--- config.mk ---
export PLATFORM = sky130hd
export DESIGN_NAME = gpio_owner_switch_ctrl
export DESIGN_NICKNAME = d
export VERILOG_FILES = /design/src/rtl/gpio_owner_switch_ctrl.sv
export SDC_FILE = /design/constraint.sdc
export NUM_CORES = 1
export LEC_CHECK = 0
export ABC_AREA = 1
export CAP_MARGIN = 15
export CORE_MARGIN = 4
export CORE_UTILIZATION = 45
export DETAILED_ROUTE_END_ITERATION = 12
export PLACE_DENSITY = 0.8
export SYNTH_ARGS = -nofsm -noshare
export SYNTH_HDL_FRONTEND = slang
export SYNTH_SLANG_ARGS = --single-unit
export TNS_END_PERCENT = 10
--- constraint.sdc ---
create_clock -name wb_clk_i -period 4.7 [get_ports wb_clk_i]
set_input_delay 0.47 -clock wb_clk_i [delete_from_list [all_inputs] [get_ports wb_clk_i]]
set_output_delay 0.47 -clock wb_clk_i [all_outputs]
set_load 0.02 [all_outputs]
--- src/rtl/gpio_owner_switch_ctrl.sv ---
// gpio_owner_switch_ctrl
//   Reassigns the owner of one GPIO pin at a time using a break-before-make
//   sequence. The pin is forced tristate (BREAK), held there for GUARD_CYCLES
//   cycles (GUARD), gets its new owner select while still tristate (MAKE),
//   and is then released (IDLE).
//
//   Optional feature: define GPIO_OWNER_LOCK_EN to build sticky per-pin
//   locks. A request with lock_set_i = 1 locks the pin, and every later
//   request to a locked pin is rejected. Locks clear only on reset.
//
//   Ports
//     wb_clk_i, wb_rst_i   clock, asynchronous active-high reset
//     req_valid_i/ready_o  request handshake (ready only in IDLE)
//     req_pin_i            target pin index
//     req_team_i           new owner index
//     lock_set_i           lock request (GPIO_OWNER_LOCK_EN only)
//     busy_o               sequence in progress
//     done_o               completion pulse (MAKE cycle or no-op request)
//     err_o                rejection pulse
//     pin_sel_o            per-pin owner select, pin p at [4p+3:4p]
//     force_oeb_o          per-pin tristate override

// Per-pin owner select register plus optional sticky lock bit.
module gpio_owner_pin_cell (
  input  logic       wb_clk_i,
  input  logic       wb_rst_i,
  input  logic       sel_we_i,
  input  logic [3:0] team_i,
  input  logic       lock_we_i,
  output logic [3:0] sel_o,
  output logic       lock_o
);
  logic [3:0] sel_q, sel_d;

  assign sel_d = sel_we_i ? team_i : sel_q;

  always_ff @(posedge wb_clk_i or posedge wb_rst_i)
    if (wb_rst_i) sel_q <= '0;
    else          sel_q <= sel_d;

  assign sel_o = sel_q;

`ifdef GPIO_OWNER_LOCK_EN
  logic lock_q, lock_d;

  assign lock_d = lock_q | lock_we_i;

  always_ff @(posedge wb_clk_i or posedge wb_rst_i)
    if (wb_rst_i) lock_q <= 1'b0;
    else          lock_q <= lock_d;

  assign lock_o = lock_q;
`else
  logic unused_lock_we;
  assign unused_lock_we = lock_we_i;
  assign lock_o         = 1'b0;
`endif
endmodule

module gpio_owner_switch_ctrl #(
  parameter int NUM_TEAMS    = 12,
  parameter int NUM_PINS     = 38,
  parameter int GUARD_CYCLES = 4
) (
  input  logic                  wb_clk_i,
  input  logic                  wb_rst_i,
  input  logic                  req_valid_i,
  output logic                  req_ready_o,
  input  logic [5:0]            req_pin_i,
  input  logic [3:0]            req_team_i,
  input  logic                  lock_set_i,
  output logic                  busy_o,
  output logic                  done_o,
  output logic                  err_o,
  output logic [4*NUM_PINS-1:0] pin_sel_o,
  output logic [NUM_PINS-1:0]   force_oeb_o
);
  typedef enum logic [1:0] {S_IDLE, S_BREAK, S_GUARD, S_MAKE} state_e;

  localparam logic [6:0] NP7 = 7'(NUM_PINS);
  localparam logic [4:0] NT5 = 5'(NUM_TEAMS);
  // Counter runs GUARD_CYCLES-1 down to 0, one GUARD cycle per value.
  localparam logic [3:0] GUARD_LOAD = (GUARD_CYCLES > 0) ? 4'(GUARD_CYCLES - 1) : 4'd0;

  state_e     state_q, state_d;
  logic [3:0] cnt_q, cnt_d;
  logic [5:0] pin_q, pin_d;
  logic [3:0] team_q, team_d;
  logic       err_q, err_d;
  logic       nop_q, nop_d;   // done pulse for requests that need no switch

  logic [NUM_PINS-1:0][3:0] sel;
  logic [NUM_PINS-1:0]      lock;
  logic [NUM_PINS-1:0]      sel_we, lock_we;
  logic [NUM_PINS-1:0]      pin_oh, req_oh;
  logic [3:0]               cur_owner;
  logic                     cur_lock;
  logic                     accept, pin_oob, team_oob, lock_req;

`ifdef GPIO_OWNER_LOCK_EN
  assign lock_req = lock_set_i;
`else
  logic unused_lock_set;
  assign unused_lock_set = lock_set_i;
  assign lock_req        = 1'b0;
`endif

  assign req_ready_o = (state_q == S_IDLE) && !wb_rst_i;
  assign accept      = req_valid_i && req_ready_o;
  assign pin_oob     = {1'b0, req_pin_i} >= NP7;
  assign team_oob    = {1'b0, req_team_i} > NT5;

  // One-hot decodes for the requested pin and the latched pin; the owner and
  // lock lookups only hit when the requested index is in range.
  always_comb begin
    pin_oh    = '0;
    req_oh    = '0;
    cur_owner = '0;
    cur_lock  = 1'b0;
    for (int p = 0; p < NUM_PINS; p++) begin
      pin_oh[p] = (pin_q == 6'(p));
      req_oh[p] = (req_pin_i == 6'(p));
      if (req_oh[p]) begin
        cur_owner = sel[p];
        cur_lock  = lock[p];
      end
    end
  end

  always_ff @(posedge wb_clk_i or posedge wb_rst_i)
    if (wb_rst_i) begin
      state_q <= S_IDLE;
      cnt_q   <= '0;
      pin_q   <= '0;
      team_q  <= '0;
      err_q   <= 1'b0;
      nop_q   <= 1'b0;
    end else begin
      state_q <= state_d;
      cnt_q   <= cnt_d;
      pin_q   <= pin_d;
      team_q  <= team_d;
      err_q   <= err_d;
      nop_q   <= nop_d;
    end

  always_comb begin
    state_d = state_q;
    cnt_d   = cnt_q;
    pin_d   = pin_q;
    team_d  = team_q;
    err_d   = 1'b0;
    nop_d   = 1'b0;
    sel_we  = '0;
    lock_we = '0;
    case (state_q)
      S_IDLE:
        if (accept) begin
          pin_d  = req_pin_i;
          team_d = req_team_i;
          if (pin_oob || team_oob || cur_lock) begin
            err_d = 1'b1;
          end else if (lock_req) begin
            nop_d   = 1'b1;
            lock_we = req_oh;
          end else if (cur_owner == req_team_i) begin
            nop_d = 1'b1;
          end else begin
            state_d = S_BREAK;
          end
        end
      S_BREAK:
        if (GUARD_CYCLES == 0) begin
          state_d = S_MAKE;
          sel_we  = pin_oh;
        end else begin
          state_d = S_GUARD;
          cnt_d   = GUARD_LOAD;
        end
      S_GUARD:
        if (cnt_q == 4'd0) begin
          state_d = S_MAKE;
          sel_we  = pin_oh;
        end else begin
          cnt_d = cnt_q - 4'd1;
        end
      S_MAKE:  state_d = S_IDLE;
      default: state_d = S_IDLE;
    endcase
  end

  for (genvar p = 0; p < NUM_PINS; p++) begin : g_pin
    gpio_owner_pin_cell u_cell (
      .wb_clk_i  (wb_clk_i),
      .wb_rst_i  (wb_rst_i),
      .sel_we_i  (sel_we[p]),
      .team_i    (team_q),
      .lock_we_i (lock_we[p]),
      .sel_o     (sel[p]),
      .lock_o    (lock[p])
    );
  end

  assign busy_o      = (state_q != S_IDLE);
  assign done_o      = nop_q || (state_q == S_MAKE);
  assign err_o       = err_q;
  assign pin_sel_o   = sel;
  assign force_oeb_o = busy_o ? pin_oh : '0;
endmodule

==> impl_metrics.env <==
export IMPL_clk_latency_ns=0.43
export IMPL_synth_area_um2=8600
export IMPL_die_x_um=146
export IMPL_synthCells=1140
export IMPL_track_usage_pct=26.8
export IMPL_syn_nets=1159
export IMPL_area_growth_pct=34.1
export IMPL_drt_iter0_markers=771
export IMPL_postSynthAreaPerCell_um2=7.54
export IMPL_start_util_pct=45.8
export IMPL_setup_viol=0
export IMPL_max_cap_viol_count=0
export IMPL_worstSetupPathDepth=31
export IMPL_die_area_um2=21400
export IMPL_synth_top_area_share_pct=49.5
export IMPL_worstSetupStartpointType="input port"
export IMPL_root_buffer="clkbuf_16"
export IMPL_worst_r2r_path_depth=30
export IMPL_post_drt_wl_per_cell_um=18.3
export IMPL_worstPathArrival_ns=4.36
export IMPL_cts_made_buffers=17
export IMPL_synth_xor_area_share_pct=0.204
export IMPL_cts_resized_gates=0
export IMPL_place_area_um2=11000
export IMPL_insertedDiodeCount=0
export IMPL_crit_buf_inv=2
export IMPL_maxSlewViolCount=0
export IMPL_path_max_fanout=15
export IMPL_die_h_um=146
export IMPL_antenna_found_initial=2
export IMPL_cpMaxStageDelayCell="clkdlybuf4s50_1"
export IMPL_synth_area_mux_share_pct=0
export IMPL_crit_path_end_kind="flip-flop"
export IMPL_num_rows=50
export IMPL_cp_common_cell="nand2_1"
export IMPL_synth_edff_count=0
export IMPL_power_leakage_nw=4.90
export IMPL_synthAdderAreaFrac_pct=0.727
export IMPL_grt_pass1_vias=8365
export IMPL_min_path_cells=1
export IMPL_finalNetCount=1367
export IMPL_ant_nets=0
export IMPL_critical_path_required_ns=5.02
export IMPL_fin_crit_ns=4.03
export IMPL_clock_skew_ns=0.00742
export IMPL_synth_compound_area_share_pct=10.9
export IMPL_vias=8905
export IMPL_viasPerCell=5.58
export IMPL_first_pass_iters=5
export IMPL_timing_final_hold_violations=0
export IMPL_critical_path_class="in -> reg"
export IMPL_overflow=0
export IMPL_irDropWorstVdd_mv=0.253
export IMPL_ys_ff_latch=170
export IMPL_hold_class="reg -> reg"
export IMPL_p_per_area_nw_per_um2=386
export IMPL_synth_simple_area_share_pct=32.3
export IMPL_core_um2=18800
export IMPL_fin_crit_sh_pct=85.8
export IMPL_crit_path_max_incr_delay_ns=0.52
export IMPL_async_flop_share_pct=100
export IMPL_cts_sinks=170
export IMPL_tritoncts="built"
export IMPL_ys_types=28
export IMPL_setup_tns_ns=0
export IMPL_tightest_slew_ns=1.08
export IMPL_fmaxAchievable_ghz=0.248
export IMPL_synth_ff_type="dfrtp_1"
export IMPL_clk_pin_slew_ns=0.07
export IMPL_status="finished clean"
export IMPL_grt_max_degree=82
export IMPL_post_cts_buffers=0
export IMPL_fillers=1645
export IMPL_rsz0062_at_grt="no"
export IMPL_drc=0
export IMPL_io_buffers=206
export IMPL_synth_seq_area_share_pct=49.5
export IMPL_synth_top_family_by_area="simple AND/OR/NAND/NOR gates"
export IMPL_io_pins=208
export IMPL_dp_hpwl_um=21300
export IMPL_grt_pass1_wl_um=45300
export IMPL_clockBufferDepth=2
export IMPL_design_area_um2=11500
export IMPL_cts_hold_buffers=0
export IMPL_drive_above_1_share_pct=6.83
export IMPL_yosysTopAreaCell="dfrtp_1"
export IMPL_critPathTopFamily="simple AND/OR/NAND/NOR gates"
export IMPL_synthTopCellsByArea="dfrtp_1 (49%), nand2_1 (16%), o21ai_0 (9.5%), nand4_1 (4.9%), inv_1 (4.3%)"
export IMPL_routed_wl_um=29100
export IMPL_htreeDepth=4
export IMPL_ys_warn_count=0
export IMPL_slew_headroom_pct=27.5
export IMPL_gp_routability_congestion=0.972
registers in the layout (all words and copies together) (netlist names):
name and flops:
state_q 2, g_pin.u_cell.sel_o 152, team_q 4, nop_q 1, pin_q 6, err_o 1, cnt_q 4
per-stage QoR:
step	cells	utilization (%)	total power, W	hold slack, ns	setup WS (ns)
after CTS	1595	61.4	0.00443	0.497	0.749
after detailed placement	1563	58.5	0.00312	0.484	0.337
after global placement	1563	58.5	0.00310	0.483	0.396
final	1595	61.4	0.00445	0.500	0.668
after global routing	1595	61.4	0.00464	0.522	0.398
after floorplan	1140	-	0.00249	0.459	1.92
final cells by class:
cell class | count | area [µm²] | area share, %
repair buffers | 224 | 2210 | 19.2
well taps | 234 | 293 | 2.54
flip-flops and latches | 170 | 4250 | 36.9
clock buffers | 20 | 467 | 4.05
inverters | 108 | 409 | 3.55
clock inverters | 12 | 90.1 | 0.781
multi-input cells | 827 | 3810 | 33.0
where the power goes:
part	internal [W]	total (W)	leakage, nW	switching (W)
Combinational	0.000384	0.00142	2.28	0.00104
Sequential	0.00158	0.00171	2.35	0.000123
Clock	0.000722	0.00133	0.269	0.000603
Total	0.00269	0.00445	4.90	0.00177
routing by layer:
metal / vias to the layer above / global-route usage (%) / wire, µm
li1: 4165 / - / -
met3: 67 / 6.18 / 2860
met1: 4171 / 36.7 / 12200
met5: - / 0 / 33
met2: 498 / 42.7 / 13400
met4: 4 / 8.23 / 671
cells by family after synthesis:
logic type,count (synthesis)
adders and majority gates,5
AOI/OAI and AO/OA,186
xor gates and xnor gates,2
and+or+nand+nor,634
DFF,170
buffers and inverters,143
Yosys cell counts, types with 2 or more instances:
cell type and number:
nor2_2 5, clkbuf_1 31, or2_2 20, nor2_4 6, nand3_1 30, a21oi_1 19
nand4_1 68, nand3_2 3, o21ai_0 163, dfrtp_1 170, nand2_1 376, o22ai_1 2
nor3_1 41, clkinv_1 3, inv_2 6, or2_0 4, ha_1 5, inv_1 99
nor2_1 80
final timing paths:
kind,start,to,slack (ns)
worst max-delay path,req_pin_i[5],state_q[0],0.67
worst min-delay path,cnt_q[0],cnt_q[0],0.50
worst max register to register,g_pin[1].u_cell.sel_o[1],state_q[0],1.45
worst min register to register,cnt_q[0],cnt_q[0],0.50
max in group asynchronous,wb_rst_i,g_pin[29].u_cell.sel_o[3],3.23
min in group asynchronous,wb_rst_i,cnt_q[2],0.57
cell usage in the layout, fill, tap and decap left out, types with 5 or more instances in the layout:
master	n
nand2_1	376
nand3_1	30
or2_2	20
inv_1	98
dfrtp_1	170
nor2_2	6
nor2_4	7
nor3_1	41
ha_1	5
nor2_1	78
buf_4	17
o21ai_0	163
a21oi_1	19
clkdlybuf4s50_1	206
clkbuf_16	17
inv_2	6
nand4_1	68
Power figures use the tool's default switching activity.
